$ cat src/rtl/sum_latch_uart_pkg.sv
// Shared types and constants for the sum-latch UART transmitter.
// SUMLATCH_UART_PARITY_EN adds an even-parity bit to every frame.
package sum_latch_uart_pkg;

  typedef enum logic [2:0] {
    IDLE,
    START,
    DATA,
    PARITY,
    STOP
  } tx_state_t;

  localparam logic        START_BIT = 1'b0;
  localparam logic        STOP_BIT  = 1'b1;
  localparam int unsigned DATA_BITS = 8;

  function automatic int unsigned frame_bits();
`ifdef SUMLATCH_UART_PARITY_EN
    return DATA_BITS + 3;
`else
    return DATA_BITS + 2;
`endif
  endfunction

endpackage

$ cat src/rtl/sum_latch_uart_tx_if.sv
// Operand bus and transmitter status of the sum-latch UART core.
interface sum_latch_uart_tx_if #(
  parameter int unsigned DATA_W  = 4,
  parameter int unsigned NUM_OPS = 2
);
  localparam int unsigned SUM_W = DATA_W + $clog2(NUM_OPS);

  logic [NUM_OPS-1:0] save_n;
  logic [DATA_W-1:0]  data_input;
  logic               uart_txd;
  logic               uart_tx_busy;
  logic [SUM_W-1:0]   sum_out;
  logic [NUM_OPS-1:0] op_valid;

  modport master (
    output save_n, data_input,
    input  uart_txd, uart_tx_busy, sum_out, op_valid
  );

  modport slave (
    input  save_n, data_input,
    output uart_txd, uart_tx_busy, sum_out, op_valid
  );
endinterface

$ cat src/rtl/sum_latch_uart_byte_tx.sv
// Byte serialiser: START, 8 data bits LSB first, optional even parity
// (SUMLATCH_UART_PARITY_EN), STOP; each bit lasts CLK_DIV clocks.
module sum_latch_uart_byte_tx
  import sum_latch_uart_pkg::*;
#(
  parameter int unsigned CLK_DIV = 16
) (
  input  logic       clk,
  input  logic       reset_n,
  input  logic       load_i,
  input  logic [7:0] byte_i,
  output logic       done_o,
  output logic       txd_o,
  output logic       busy_o
);
  localparam int unsigned CNT_W = (CLK_DIV > 1) ? $clog2(CLK_DIV) : 1;

  tx_state_t        state_q, state_d;
  logic [CNT_W-1:0] cnt_q, cnt_d;
  logic [2:0]       bit_q, bit_d;
  logic [7:0]       byte_q, byte_d;
  logic             txd_q, txd_d;
  logic             busy_q, busy_d;
  logic             tick;

  assign tick   = (cnt_q == CNT_W'(CLK_DIV - 1));
  assign txd_o  = txd_q;
  assign busy_o = busy_q;

  always_ff @(posedge clk) begin
    if (!reset_n) begin
      state_q <= IDLE;
      cnt_q   <= '0;
      bit_q   <= '0;
      byte_q  <= '0;
      txd_q   <= STOP_BIT;
      busy_q  <= 1'b0;
    end else begin
      state_q <= state_d;
      cnt_q   <= cnt_d;
      bit_q   <= bit_d;
      byte_q  <= byte_d;
      txd_q   <= txd_d;
      busy_q  <= busy_d;
    end
  end

  // txd_d carries the level of the state being entered, so the line is registered.
  always_comb begin
    state_d = state_q;
    cnt_d   = cnt_q + 1'b1;
    bit_d   = bit_q;
    byte_d  = byte_q;
    txd_d   = txd_q;
    busy_d  = busy_q;
    done_o  = 1'b0;
    case (state_q)
      IDLE: begin
        cnt_d = '0;
        if (load_i) begin
          state_d = START;
          byte_d  = byte_i;
          txd_d   = START_BIT;
          busy_d  = 1'b1;
        end
      end
      START: if (tick) begin
        cnt_d   = '0;
        state_d = DATA;
        bit_d   = '0;
        txd_d   = byte_q[0];
      end
      DATA: if (tick) begin
        cnt_d = '0;
        if (bit_q == 3'(DATA_BITS - 1)) begin
`ifdef SUMLATCH_UART_PARITY_EN
          state_d = PARITY;
          txd_d   = ^byte_q;
`else
          state_d = STOP;
          txd_d   = STOP_BIT;
`endif
        end else begin
          bit_d = bit_q + 3'd1;
          txd_d = byte_q[bit_q + 3'd1];
        end
      end
      PARITY: if (tick) begin
        cnt_d   = '0;
        state_d = STOP;
        txd_d   = STOP_BIT;
      end
      STOP: if (tick) begin
        cnt_d  = '0;
        done_o = 1'b1;
        if (load_i) begin
          state_d = START;
          byte_d  = byte_i;
          txd_d   = START_BIT;
        end else begin
          state_d = IDLE;
          busy_d  = 1'b0;
        end
      end
      default: begin
        state_d = IDLE;
        cnt_d   = '0;
      end
    endcase
  end

endmodule

$ cat src/rtl/sum_latch_uart_tx.sv
// Operand latch / adder / UART transmitter: captures NUM_OPS operands on save_n
// falling edges, then sends their sum LSB byte first. Parity: SUMLATCH_UART_PARITY_EN.
module sum_latch_uart_tx
  import sum_latch_uart_pkg::*;
#(
  parameter int unsigned DATA_W  = 4,
  parameter int unsigned NUM_OPS = 2,
  parameter int unsigned CLK_DIV = 16
) (
  input logic               clk,
  input logic               reset_n,
  sum_latch_uart_tx_if.slave bus
);
  localparam int unsigned SUM_W  = DATA_W + $clog2(NUM_OPS);
  localparam int unsigned NBYTES = (SUM_W + 7) / 8;

  logic [NUM_OPS-1:0] save_s1_q, save_s2_q, save_s3_q, fall;
  logic [DATA_W-1:0]  data_s1_q, data_s2_q;
  logic [DATA_W-1:0]  op_q [NUM_OPS];
  logic [NUM_OPS-1:0] op_valid_q, op_valid_d;
  logic [SUM_W-1:0]   sum_out_q, sum_d;
  logic               more_q, more_d;
  logic               launch, load, done, busy, txd;
  logic [7:0]         load_byte;

  assign fall = save_s3_q & ~save_s2_q;

  always_comb begin
    sum_d = '0;
    for (int unsigned i = 0; i < NUM_OPS; i++) sum_d = sum_d + SUM_W'(op_q[i]);
  end

  // A new sum may start from IDLE or exactly as the final STOP of the previous sum ends.
  assign launch     = (&op_valid_q) && (!busy || (done && !more_q));
  assign load       = launch || (done && more_q);
  assign load_byte  = launch ? 8'(sum_d) : 8'(16'(sum_out_q) >> 8);
  assign op_valid_d = (launch ? '0 : op_valid_q) | fall;

  always_comb begin
    more_d = more_q;
    if (launch)              more_d = (NBYTES > 1);
    else if (done && more_q) more_d = 1'b0;
  end

  always_ff @(posedge clk) begin
    if (!reset_n) begin
      save_s1_q  <= '1;
      save_s2_q  <= '1;
      save_s3_q  <= '1;
      data_s1_q  <= '0;
      data_s2_q  <= '0;
      for (int unsigned i = 0; i < NUM_OPS; i++) op_q[i] <= '0;
      op_valid_q <= '0;
      sum_out_q  <= '0;
      more_q     <= 1'b0;
    end else begin
      save_s1_q  <= bus.save_n;
      save_s2_q  <= save_s1_q;
      save_s3_q  <= save_s2_q;
      data_s1_q  <= bus.data_input;
      data_s2_q  <= data_s1_q;
      for (int unsigned i = 0; i < NUM_OPS; i++)
        if (fall[i]) op_q[i] <= data_s2_q;
      op_valid_q <= op_valid_d;
      if (launch) sum_out_q <= sum_d;
      more_q     <= more_d;
    end
  end

  sum_latch_uart_byte_tx #(.CLK_DIV(CLK_DIV)) u_byte_tx (
    .clk     (clk),
    .reset_n (reset_n),
    .load_i  (load),
    .byte_i  (load_byte),
    .done_o  (done),
    .txd_o   (txd),
    .busy_o  (busy)
  );

  assign bus.uart_txd     = txd;
  assign bus.uart_tx_busy = busy;
  assign bus.sum_out      = sum_out_q;
  assign bus.op_valid     = op_valid_q;

endmodule

$ cat src/flat_wrapper.sv
// flat-port wrapper written by rule: the top's interface ports become plain ports
module sum_latch_uart_tx_flat import sum_latch_uart_pkg::*;
#(
  parameter int unsigned DATA_W  = 4,
  parameter int unsigned NUM_OPS = 2,
  parameter int unsigned CLK_DIV = 16
)
  (clk, reset_n, bus_save_n, bus_data_input, bus_uart_txd, bus_uart_tx_busy, bus_sum_out, bus_op_valid);
  sum_latch_uart_tx_if #(.DATA_W(DATA_W), .NUM_OPS(NUM_OPS)) bus_i ();
  input logic clk;
  input logic reset_n;
  input wire logic [$bits(bus_i.save_n)-1:0] bus_save_n;
  input wire logic [$bits(bus_i.data_input)-1:0] bus_data_input;
  output wire logic [$bits(bus_i.uart_txd)-1:0] bus_uart_txd;
  output wire logic [$bits(bus_i.uart_tx_busy)-1:0] bus_uart_tx_busy;
  output wire logic [$bits(bus_i.sum_out)-1:0] bus_sum_out;
  output wire logic [$bits(bus_i.op_valid)-1:0] bus_op_valid;
  assign bus_i.save_n = bus_save_n;
  assign bus_i.data_input = bus_data_input;
  assign bus_uart_txd = bus_i.uart_txd;
  assign bus_uart_tx_busy = bus_i.uart_tx_busy;
  assign bus_sum_out = bus_i.sum_out;
  assign bus_op_valid = bus_i.op_valid;
  sum_latch_uart_tx #(.DATA_W(DATA_W), .NUM_OPS(NUM_OPS), .CLK_DIV(CLK_DIV)) u_core (.clk(clk), .reset_n(reset_n), .bus(bus_i));
endmodule
$ cat config.mk
export PLATFORM = sky130hd
export DESIGN_NAME = sum_latch_uart_tx_flat
export DESIGN_NICKNAME = d
export VERILOG_FILES = /design/src/rtl/sum_latch_uart_pkg.sv /design/src/rtl/sum_latch_uart_tx_if.sv /design/src/rtl/sum_latch_uart_byte_tx.sv /design/src/rtl/sum_latch_uart_tx.sv /design/src/flat_wrapper.sv
export SDC_FILE = /design/constraint.sdc
export NUM_CORES = 1
export LEC_CHECK = 0
export CELL_PAD_IN_SITES_DETAIL_PLACEMENT = 1
export CELL_PAD_IN_SITES_GLOBAL_PLACEMENT = 2
export CORE_UTILIZATION = 42
export CTS_BUF_LIST = sky130_fd_sc_hd__clkbuf_2 sky130_fd_sc_hd__clkbuf_4 sky130_fd_sc_hd__clkbuf_8
export CTS_CLUSTER_DIAMETER = 200
export CTS_CLUSTER_SIZE = 10
export DETAILED_ROUTE_END_ITERATION = 8
export PLACE_DENSITY_LB_ADDON = 0.1
export SLEW_MARGIN = 10
export SYNTH_ARGS = -nofsm -noshare
export SYNTH_HDL_FRONTEND = slang
export SYNTH_SLANG_ARGS = --single-unit
$ cat constraint.sdc
create_clock -name clk -period 4.2 [get_ports clk]
set_input_delay 0.42 -clock clk [delete_from_list [all_inputs] [get_ports clk]]
set_output_delay 0.42 -clock clk [all_outputs]
set_load 0.01 [all_outputs]
* Word-level counts from Yosys, hierarchy flattened
Memories as Yosys holds them, arrays and structs flattened. Index checks and enable logic that the tools add are counted.
Word-level totals: register bits 41, bits in latches 0, memory bits (writable) 8, ROM bits 0, bits of input ports 8, output and inout port bits 9, word-level logic and storage cells 94, memories kept 1
Memories:
- u_core.op_q | words 2, bits a word 4, rd ports 2, clocked after Yosys merged registers in 0, wr ports 2, RTL line sum_latch_uart_tx.sv:19 | logic [DATA_W-1:0] op_q [NUM_OPS];
Cells by class: $add $sub $neg 3, multipliers 0, div/mod/pow operators 0, magnitude comparators 1, equality and inequality tests 14, shift-type cells 0, mux-type cells 40, bitwise gates (word level) 7, reductions and logical operators 15
Operator list (number):
- 2-to-1 mux 3 bit | 9
- 2-to-1 mux 1 bit | 20
- 2-to-1 mux 8 bit | 2
- one-hot mux 8 bit (2 select lines) | 1
- one-hot mux 3 bit (5 select lines) | 1
- != test 2 bit (second input constant) | 7
- 2-to-1 mux 4 bit | 2
- AND reduction 4 bit | 2
- == test 3 x 2 -> 1 bit (second input constant) | 2
- == test 3 bit (second input constant) | 2
- one-hot mux 3 bit (2 select lines) | 1
- AND reduction 6 bit | 1
- adder 4 x 4 -> 5 bit | 1
- one-hot mux 1 bit (5 select lines) | 1
- AND reduction 5 bit | 1
- nonzero test 5 bit | 1
- adder 4 x 1 -> 4 bit (second input constant) | 1
- == test 4 bit (second input constant) | 1
- less-than comparator 3 x 4 -> 1 bit (second input constant) | 1
- AND reduction 2 bit | 2
- nonzero test 2 bit | 2
- OR reduction 4 bit | 1
- adder 3 x 1 -> 3 bit (second input constant) | 1
- binary-select mux 1 bit (select 3 bit) | 1
- other kinds (14) | 16

* Depth between registers and ports, before layout
Gate-level depths: netlist (run 1).
word-level depth 8, depth in mapped cells 7, mapped depth without buffers 7

* Modules after synthesis
A second synthesis (run 1) with hierarchy kept.
Second synthesis, totals: cells, all modules 190, area total of the unflattened synthesis 2034.5 µm²
Modules (own cells, without submodules):
- sum_latch_uart_tx | instances 1, cells each 96, area an instance 1092.3 µm², sequential area each 660.6 µm²
- sum_latch_uart_byte_tx | instances 1, cells each 94, area an instance 942.2 µm², sequential area each 400.4 µm²

* Least setup slack after synthesis (run 1)
No wires, ideal clock.
kind flip-flop to flip-flop, start register u_core.u_byte_tx.bit_q[0], end register u_core.u_byte_tx.txd_q, in the netlist u_core.u_byte_tx.txd_o, library setup time 129 ps, arrival 1602 ps, required time 4071 ps, setup slack 2468 ps, cell stages (with the launch flop) 6, path buffers 0, period minus slack after synthesis 1732 ps, cell sequence dfxtp_1 > ha_1 > mux4_2 > nor2b_1 > o41ai_1 > o21ai_1
On the way: word-level cells in the longest chain between the ends 6, elaborated cells on any way between the ends 7, classes of those cells 1 x add/sub; 1 x eq/ne; 5 x mux
RTL lines:
- start: declaration | RTL line sum_latch_uart_byte_tx.sv:20 | logic [2:0] bit_q, bit_d;
- start signal: assignment | RTL line sum_latch_uart_byte_tx.sv:41 | bit_q <= bit_d;
- adder 3 x 1 -> 3 bit | RTL line sum_latch_uart_byte_tx.sv:85 | txd_d = byte_q[bit_q + 3'd1];
- binary-select mux 1 bit (select 3 bit) | RTL line sum_latch_uart_byte_tx.sv:85
- 2-to-1 mux 1 bit (not written as such) | RTL line sum_latch_uart_byte_tx.sv:85
- 2-to-1 mux 1 bit * | RTL line sum_latch_uart_byte_tx.sv:75 | if (bit_q == 3'(DATA_BITS - 1)) begin
- 2-to-1 mux 1 bit * | RTL line sum_latch_uart_byte_tx.sv:73 | DATA: if (tick) begin
- one-hot mux 1 bit (5 select lines) * | RTL line sum_latch_uart_byte_tx.sv:57 | case (state_q)
- end signal: assignment | RTL line sum_latch_uart_byte_tx.sv:43 | txd_q <= txd_d;
- end: declaration | RTL line sum_latch_uart_byte_tx.sv:22 | logic txd_q, txd_d;
Mark *: on every way between the ends. The rest lies on a longest branch, timed or not. The select of a mux whose other input is x is not followed. A chain may end at the register's enable or synchronous reset.

==> impl_metrics.toml, run 1 <==
[run_status]
status = "completed"

[die]
start_util_pct = 43.7
die_x_microns = 69.3
dieArea_sq_um = 4800
die_h_microns = 69.3
design.core.area_sq_um = 4350
boundaryPins = 17
row_count = 24

[setup_path]
cpLargestDelayFamily = "buffers and inverters"
r2r_slack_ns = 2.33
worst-r2r-cell-count = 5
crit_buf_inv = 2
crit_arrival_ns = 2.18
worstReg2RegStart = "u_core.u_byte_tx.bit_q[0]"
start_kind = "primary input"
cp_slowest_cell = "clkdlybuf4s50_1"
rr_endpoint = "u_core.u_byte_tx.txd_o"
cpPeakStageDelay_ns = 0.92
crit_type = "primary input to flop"
required_ns = 4.36
cp-end-kind = "flop"
path_cells = "clkdlybuf4s50_1 -> inv_2 -> a21oi_1 -> and2_1"
worstPathMaxFanout = 23

[detailed_routing]
drt_pass1_iterations = 4
wirelength_mm = 3.57
drc = 0
routedWlPerCell_microns = 14.5
vias = 1271
vias_per_cell = 5.17
drt_iter0_drc = 41
final_antenna_net_count = 0

[synth]
synth_edf_count = 8
avgSynthCellArea_sq_um = 10.8
async_reset_ff_share_pct = 0
yosysTopAreaCell = "dfxtp_1"
synth_top_flop_cell = "dfxtp_1"
ys_seq_area_share_pct = 52.6
synth_top_area_share_pct = 40.0
synthTopCellsByArea = "dfxtp_1 40%, edfxtp_1 13%, ha_1 4.6%"
yosysWarnings = 0
syn_area_sq_um = 1900
synth_seq_cells = 46
syn_nets = 192
synthCells = 176
synthDistinctLibCells = 44

[hold_path]
worstHoldStart = "u_core.save_s1_q[1]"
hp-class = "flop to flop"
whs_path_depth = 1
whs_endpoint = "u_core.save_s2_q[1]"

[clocking]
cts_sinks = 46
h-tree-depth = 2
cts_setup_buffers = 0
cts_buffers = 5
path_clk_slew_ns = 0.08
clkLatencyLatePin_ns = 0.30
ctsLongestPathBuffers = 2
cts_tree = "yes"
ctsResizeCount = 0
cts_hold_buf = 0
clock_tree.root_cell = "clkbuf_8"

[layout]
antenna_cells = 0
nets = 209
num-fill-cells = 480
final_util_pct = 50.3
fin_cells = 246
final_common_cell = "dfxtp_1"
drive_gt1_share_pct = 8.25
syn_to_final_growth_pct = 15.1
final_cell_mix = "38 x dfxtp_1, 17 x nor2_1, 16 x clkdlybuf4s50_1"
design_area_sq_um = 2190

[power_and_ir_drop]
clkPwrFrac_pct = 35.3
power_density_nw_per_um2 = 364
seqPwrFrac_pct = 58.7
switchingPower_uw = 179
pwr-share-comb_pct = 6.0
switching_share_pct = 22.5
p_leak_nw = 0.828
ir_drop_v = 0.000219
internal_power_uw = 617

[sta]
fmax_mhz = 494
worst_slack_ns = 2.18
timing.clock.skew_ns = 0.00657
fin_crit_ns = 2.02
rsz0062_at_grt = "no"
finalSetupTns_ns = 0
setup_viol = 0
tightest_slew_ns = 0.693
hold_viol_final = 0
drv_slew = 0
final.period_utilization_pct = 48.2
slew_headroom_pct = 53.6

[job]
maxCapViolations = 0

[placed_design]
routabilityCongestion = 0.742
dp_hpwl_mm = 2.58
port_buffers = 16
place_area_sq_um = 2090
dp.cells = 238
dp_slack_ns = 1.86

[grt]
track_usage_pct = 16.7
grt_overflow_total = 0
grt_pass1_wl_mm = 6.18
grt_max_degree = 24
first_global_vias = 1355
antenna_found_initial = 0
==> layout make-up <==
class | instances | area, sq um | area share [%]
tap | 52 | 65.1 | 2.97
sequential | 46 | 1000 | 45.7
inverter | 8 | 30.0 | 1.37
clock buffer | 6 | 82.6 | 3.77
multi-input combinational | 116 | 838 | 38.3
timing repair buffer | 16 | 160 | 7.32
clock inverter | 2 | 11.3 | 0.515
==> cells in the mapped netlist (4+ instances only) <==
master / count
a211oi_1: 4
a21oi_1: 7
and2_1: 13
dfxtp_1: 38
edfxtp_1: 8
ha_1: 7
inv_1: 7
mux2i_1: 7
nand2_1: 8
nand2b_1: 10
nand3_1: 5
nor2_1: 17
==> power groups by stage <==
stage                     Sequential, mW  Combinational [mW]  Clock, mW
after floorplan                    0.476              0.0294          0
after global placement             0.477              0.0463          0
after detailed placement           0.478              0.0484          0
after CTS                          0.468              0.0488      0.293
after global routing               0.469              0.0533      0.313
final                              0.467              0.0475      0.281
==> state kept, by name, indices dropped and copies added, names as in the netlist <==
| signal | count |
|---|---|
| u_core.bus.op_valid | 2 |
| u_core.bus.sum_out | 5 |
| u_core.data_s1_q | 4 |
| u_core.data_s2_q | 4 |
| u_core.op_q | 8 |
| u_core.save_s1_q | 2 |
| u_core.save_s2_q | 2 |
| u_core.save_s3_q | 2 |
| u_core.u_byte_tx.bit_q | 3 |
| u_core.u_byte_tx.busy_o | 1 |
| u_core.u_byte_tx.byte_q | 5 |
| u_core.u_byte_tx.cnt_q | 4 |
| u_core.u_byte_tx.state_q | 3 |
| u_core.u_byte_tx.txd_o | 1 |
==> through the flow <==
stage	hold slack, ns	total power, mW
2_1_floorplan	0.386	0.505
3_3_place_gp	0.390	0.523
3_5_place_dp	0.401	0.526
4_1_cts	0.424	0.809
5_1_grt	0.441	0.835
6_report	0.421	0.796
==> logic make-up after synthesis <==
kind of cell / share of synthesized area, %
adder cells (fa/ha/maj): 5.66
XOR/XNOR: 2.30
AO/OA/AOI/OAI: 11.1
AND/OR/NAND/NOR: 20.1
buffers and inverters: 3.29
multiplexers: 4.87
flip-flops: 52.6
==> routing by layer <==
metal | part of all wire [%] | track usage (%) | wire length, microns | vias to the layer above
li1 | - | - | - | 642
met1 | 46 | 19.3 | 1640 | 607
met2 | 49 | 28.5 | 1730 | 17
met3 | 3.5 | 5.23 | 126 | 5
met4 | 2.0 | 6.80 | 72 | 0
met5 | 0 | 0 | 0 | -
==> worst max-delay path by stage <==
stage,depth (start not counted),slack [ns],startpoint,endpoint
2_1_floorplan,5,2.47,u_core.u_byte_tx.bit_q[0],u_core.u_byte_tx.txd_o
3_3_place_gp,4,1.94,reset_n,u_core.u_byte_tx.txd_o
3_5_place_dp,4,1.86,reset_n,u_core.u_byte_tx.txd_o
4_1_cts,4,2.16,reset_n,u_core.op_q[0][1]
5_1_grt,4,2.00,reset_n,u_core.op_q[0][4]
6_report,4,2.18,reset_n,u_core.op_q[0][1]
Note: power is estimated with default switching activity, not from simulation.
==> run 2, diff against run 1 <==
--- a/config.mk
+++ b/config.mk
@@ -7,7 +7,7 @@
 export LEC_CHECK = 0
 export CELL_PAD_IN_SITES_DETAIL_PLACEMENT = 1
 export CELL_PAD_IN_SITES_GLOBAL_PLACEMENT = 2
-export CORE_UTILIZATION = 42
+export CORE_UTILIZATION = 39
 export CTS_BUF_LIST = sky130_fd_sc_hd__clkbuf_2 sky130_fd_sc_hd__clkbuf_4 sky130_fd_sc_hd__clkbuf_8
 export CTS_CLUSTER_DIAMETER = 200
 export CTS_CLUSTER_SIZE = 10
==> constraint.sdc (replaced) <==
create_clock -name clk -period 2.1 [get_ports clk]
set_input_delay 0.21 -clock clk [delete_from_list [all_inputs] [get_ports clk]]
set_output_delay 0.21 -clock clk [all_outputs]
set_load 0.01 [all_outputs]
==> run 2 against run 1 <==
Net effect: power rose by 130%; worst setup slack got worse by 2.0 ns; routed wire length rose by 1.3%; final cell count rose by 2.0%; clock-buffer cell count fell by 1; combinational power rose by 100%; die area rose by 7.5%; sequential cell count did not move; clock skew fell by 0.0023 ns; core utilization fell by 2.2 points; register-to-register slack got worse by 2.1 ns; worst hold slack got worse by 0.0052 ns.
==> impl_metrics.toml, run 2 (synthesis gave the netlist of run 1 again) <==
[clocking]
cts_hold_buf = 0
clock_tree.root_cell = "clkbuf_8"
cts_sinks = 46
ctsResizeCount = 0
ctsLongestPathBuffers = 2
cts_setup_buffers = 0
cts_buffers = 5
h-tree-depth = 2
path_clk_slew_ns = 0.08
clkLatencyLatePin_ns = 0.30
cts_tree = "yes"

[sta]
tightest_slew_ns = 0.371
fmax_mhz = 531
setup_viol = 0
slew_headroom_pct = 75.2
finalSetupTns_ns = 0
final.period_utilization_pct = 89.7
timing.clock.skew_ns = 0.00430
hold_viol_final = 0
worst_slack_ns = 0.217
rsz0062_at_grt = "no"
drv_slew = 0
fin_crit_ns = 1.88

[layout]
final_cell_mix = "38 x dfxtp_1, 17 x nor2_1, 16 x clkdlybuf4s50_1"
multi_input_area_sq_um = 838
fin_cells = 251
syn_to_final_growth_pct = 18.7
largest_reg_flops = 8
drive_gt1_share_pct = 9.64
final_common_cell = "dfxtp_1"
seq_area_sq_um = 1000
antenna_cells = 0
num-fill-cells = 522
nets = 212
final_util_pct = 48.1
largest_register = "u_core.op_q"

[placed_design]
routabilityCongestion = 0.764
dp.cells = 243
port_buffers = 16
dp_hpwl_mm = 2.74
dp_slack_ns = 0.232

[setup_path]
required_ns = 2.28
start_kind = "flop"
crit_type = "flop to flop"
crit_arrival_ns = 2.07
cp-end-kind = "flop"
worstPathMaxFanout = 5

[die]
row_count = 25
dieArea_sq_um = 5160
die_x_microns = 71.8
boundaryPins = 17
die_h_microns = 71.8
start_util_pct = 40.5
design.core.area_sq_um = 4690

[run_status]
status = "completed"

[detailed_routing]
drc = 0
drt_pass1_iterations = 4
drt_iter0_drc = 20
vias_per_cell = 5.11
vias = 1283
routedWlPerCell_microns = 14.4
wirelength_mm = 3.62
final_antenna_net_count = 0

[power_and_ir_drop]
p_leak_nw = 0.860
p_total_mw = 1.81
ir_drop_v = 0.000344
power_density_nw_per_um2 = 802

[grt]
track_usage_pct = 16.6
antenna_found_initial = 0
first_global_vias = 1454
grt_overflow_total = 0
grt_max_degree = 16
grt_pass1_wl_mm = 6.47

[job]
maxCapViolations = 0

[hold_path]
hp-class = "flop to flop"
==> run 2: cell types whose count changed in the layout (fill, tap and decap cells not counted) <==
cell and delta:
clkinv_2 -1, clkinv_4 +1, bufinv_16 +2, buf_4 +3, clkbuf_8 -1, inv_4 -1
==> run 2: layer usage <==
metal	vias to the layer above	part of all wire (%)	GRT usage, %
li1	648	-	-
met1	601	44	18.6
met2	25	49	28.9
met3	9	3.6	4.92
met4	0	2.6	7.63
met5	-	0	0
==> run 2: worst paths after layout <==
path | startpoint | end | slack [ns] | cells past startpoint
setup reg to reg | u_core.u_byte_tx.bit_q[0] | u_core.u_byte_tx.txd_o | 0.22 | 5
hold / removal | u_core.save_s1_q[0] | u_core.save_s2_q[0] | 0.42 | 1
setup / recovery | u_core.u_byte_tx.bit_q[0] | u_core.u_byte_tx.txd_o | 0.22 | 5
hold reg to reg | u_core.save_s1_q[0] | u_core.save_s2_q[0] | 0.42 | 1
==> run 2: worst max-delay path: stages, from the launching register on <==
cell	delay (ns)
dfxtp_1	0.36
ha_1	0.35
mux4_2	0.50
nor2b_1	0.15
o41ai_1	0.30
o21ai_1	0.10
==> run 2: cell type report <==
type / instances / area share, %
Sequential cell: 46 / 44.3
Multi-Input combinational cell: 116 / 37.1
Timing Repair Buffer: 19 / 8.09
Clock buffer: 5 / 3.05
Clock inverter: 3 / 3.05
Tap cell: 54 / 2.99
Inverter: 8 / 1.33
==> run 2: report_power, final <==
group	leakage, nW	internal, mW	switching, mW	total (mW)
registers	0.393	0.921	0.0125	0.934
logic	0.398	0.0486	0.0481	0.0967
clock network	0.0683	0.476	0.304	0.780
total	0.860	1.45	0.364	1.81
==> run 2: through the flow <==
stage	instance area, sq um	hold slack [ns]
3_3_place_gp	2120	0.391
4_1_cts	2260	0.420
3_5_place_dp	2120	0.398
2_1_floorplan	1900	0.283
6_report	2260	0.416
5_1_grt	2260	0.430
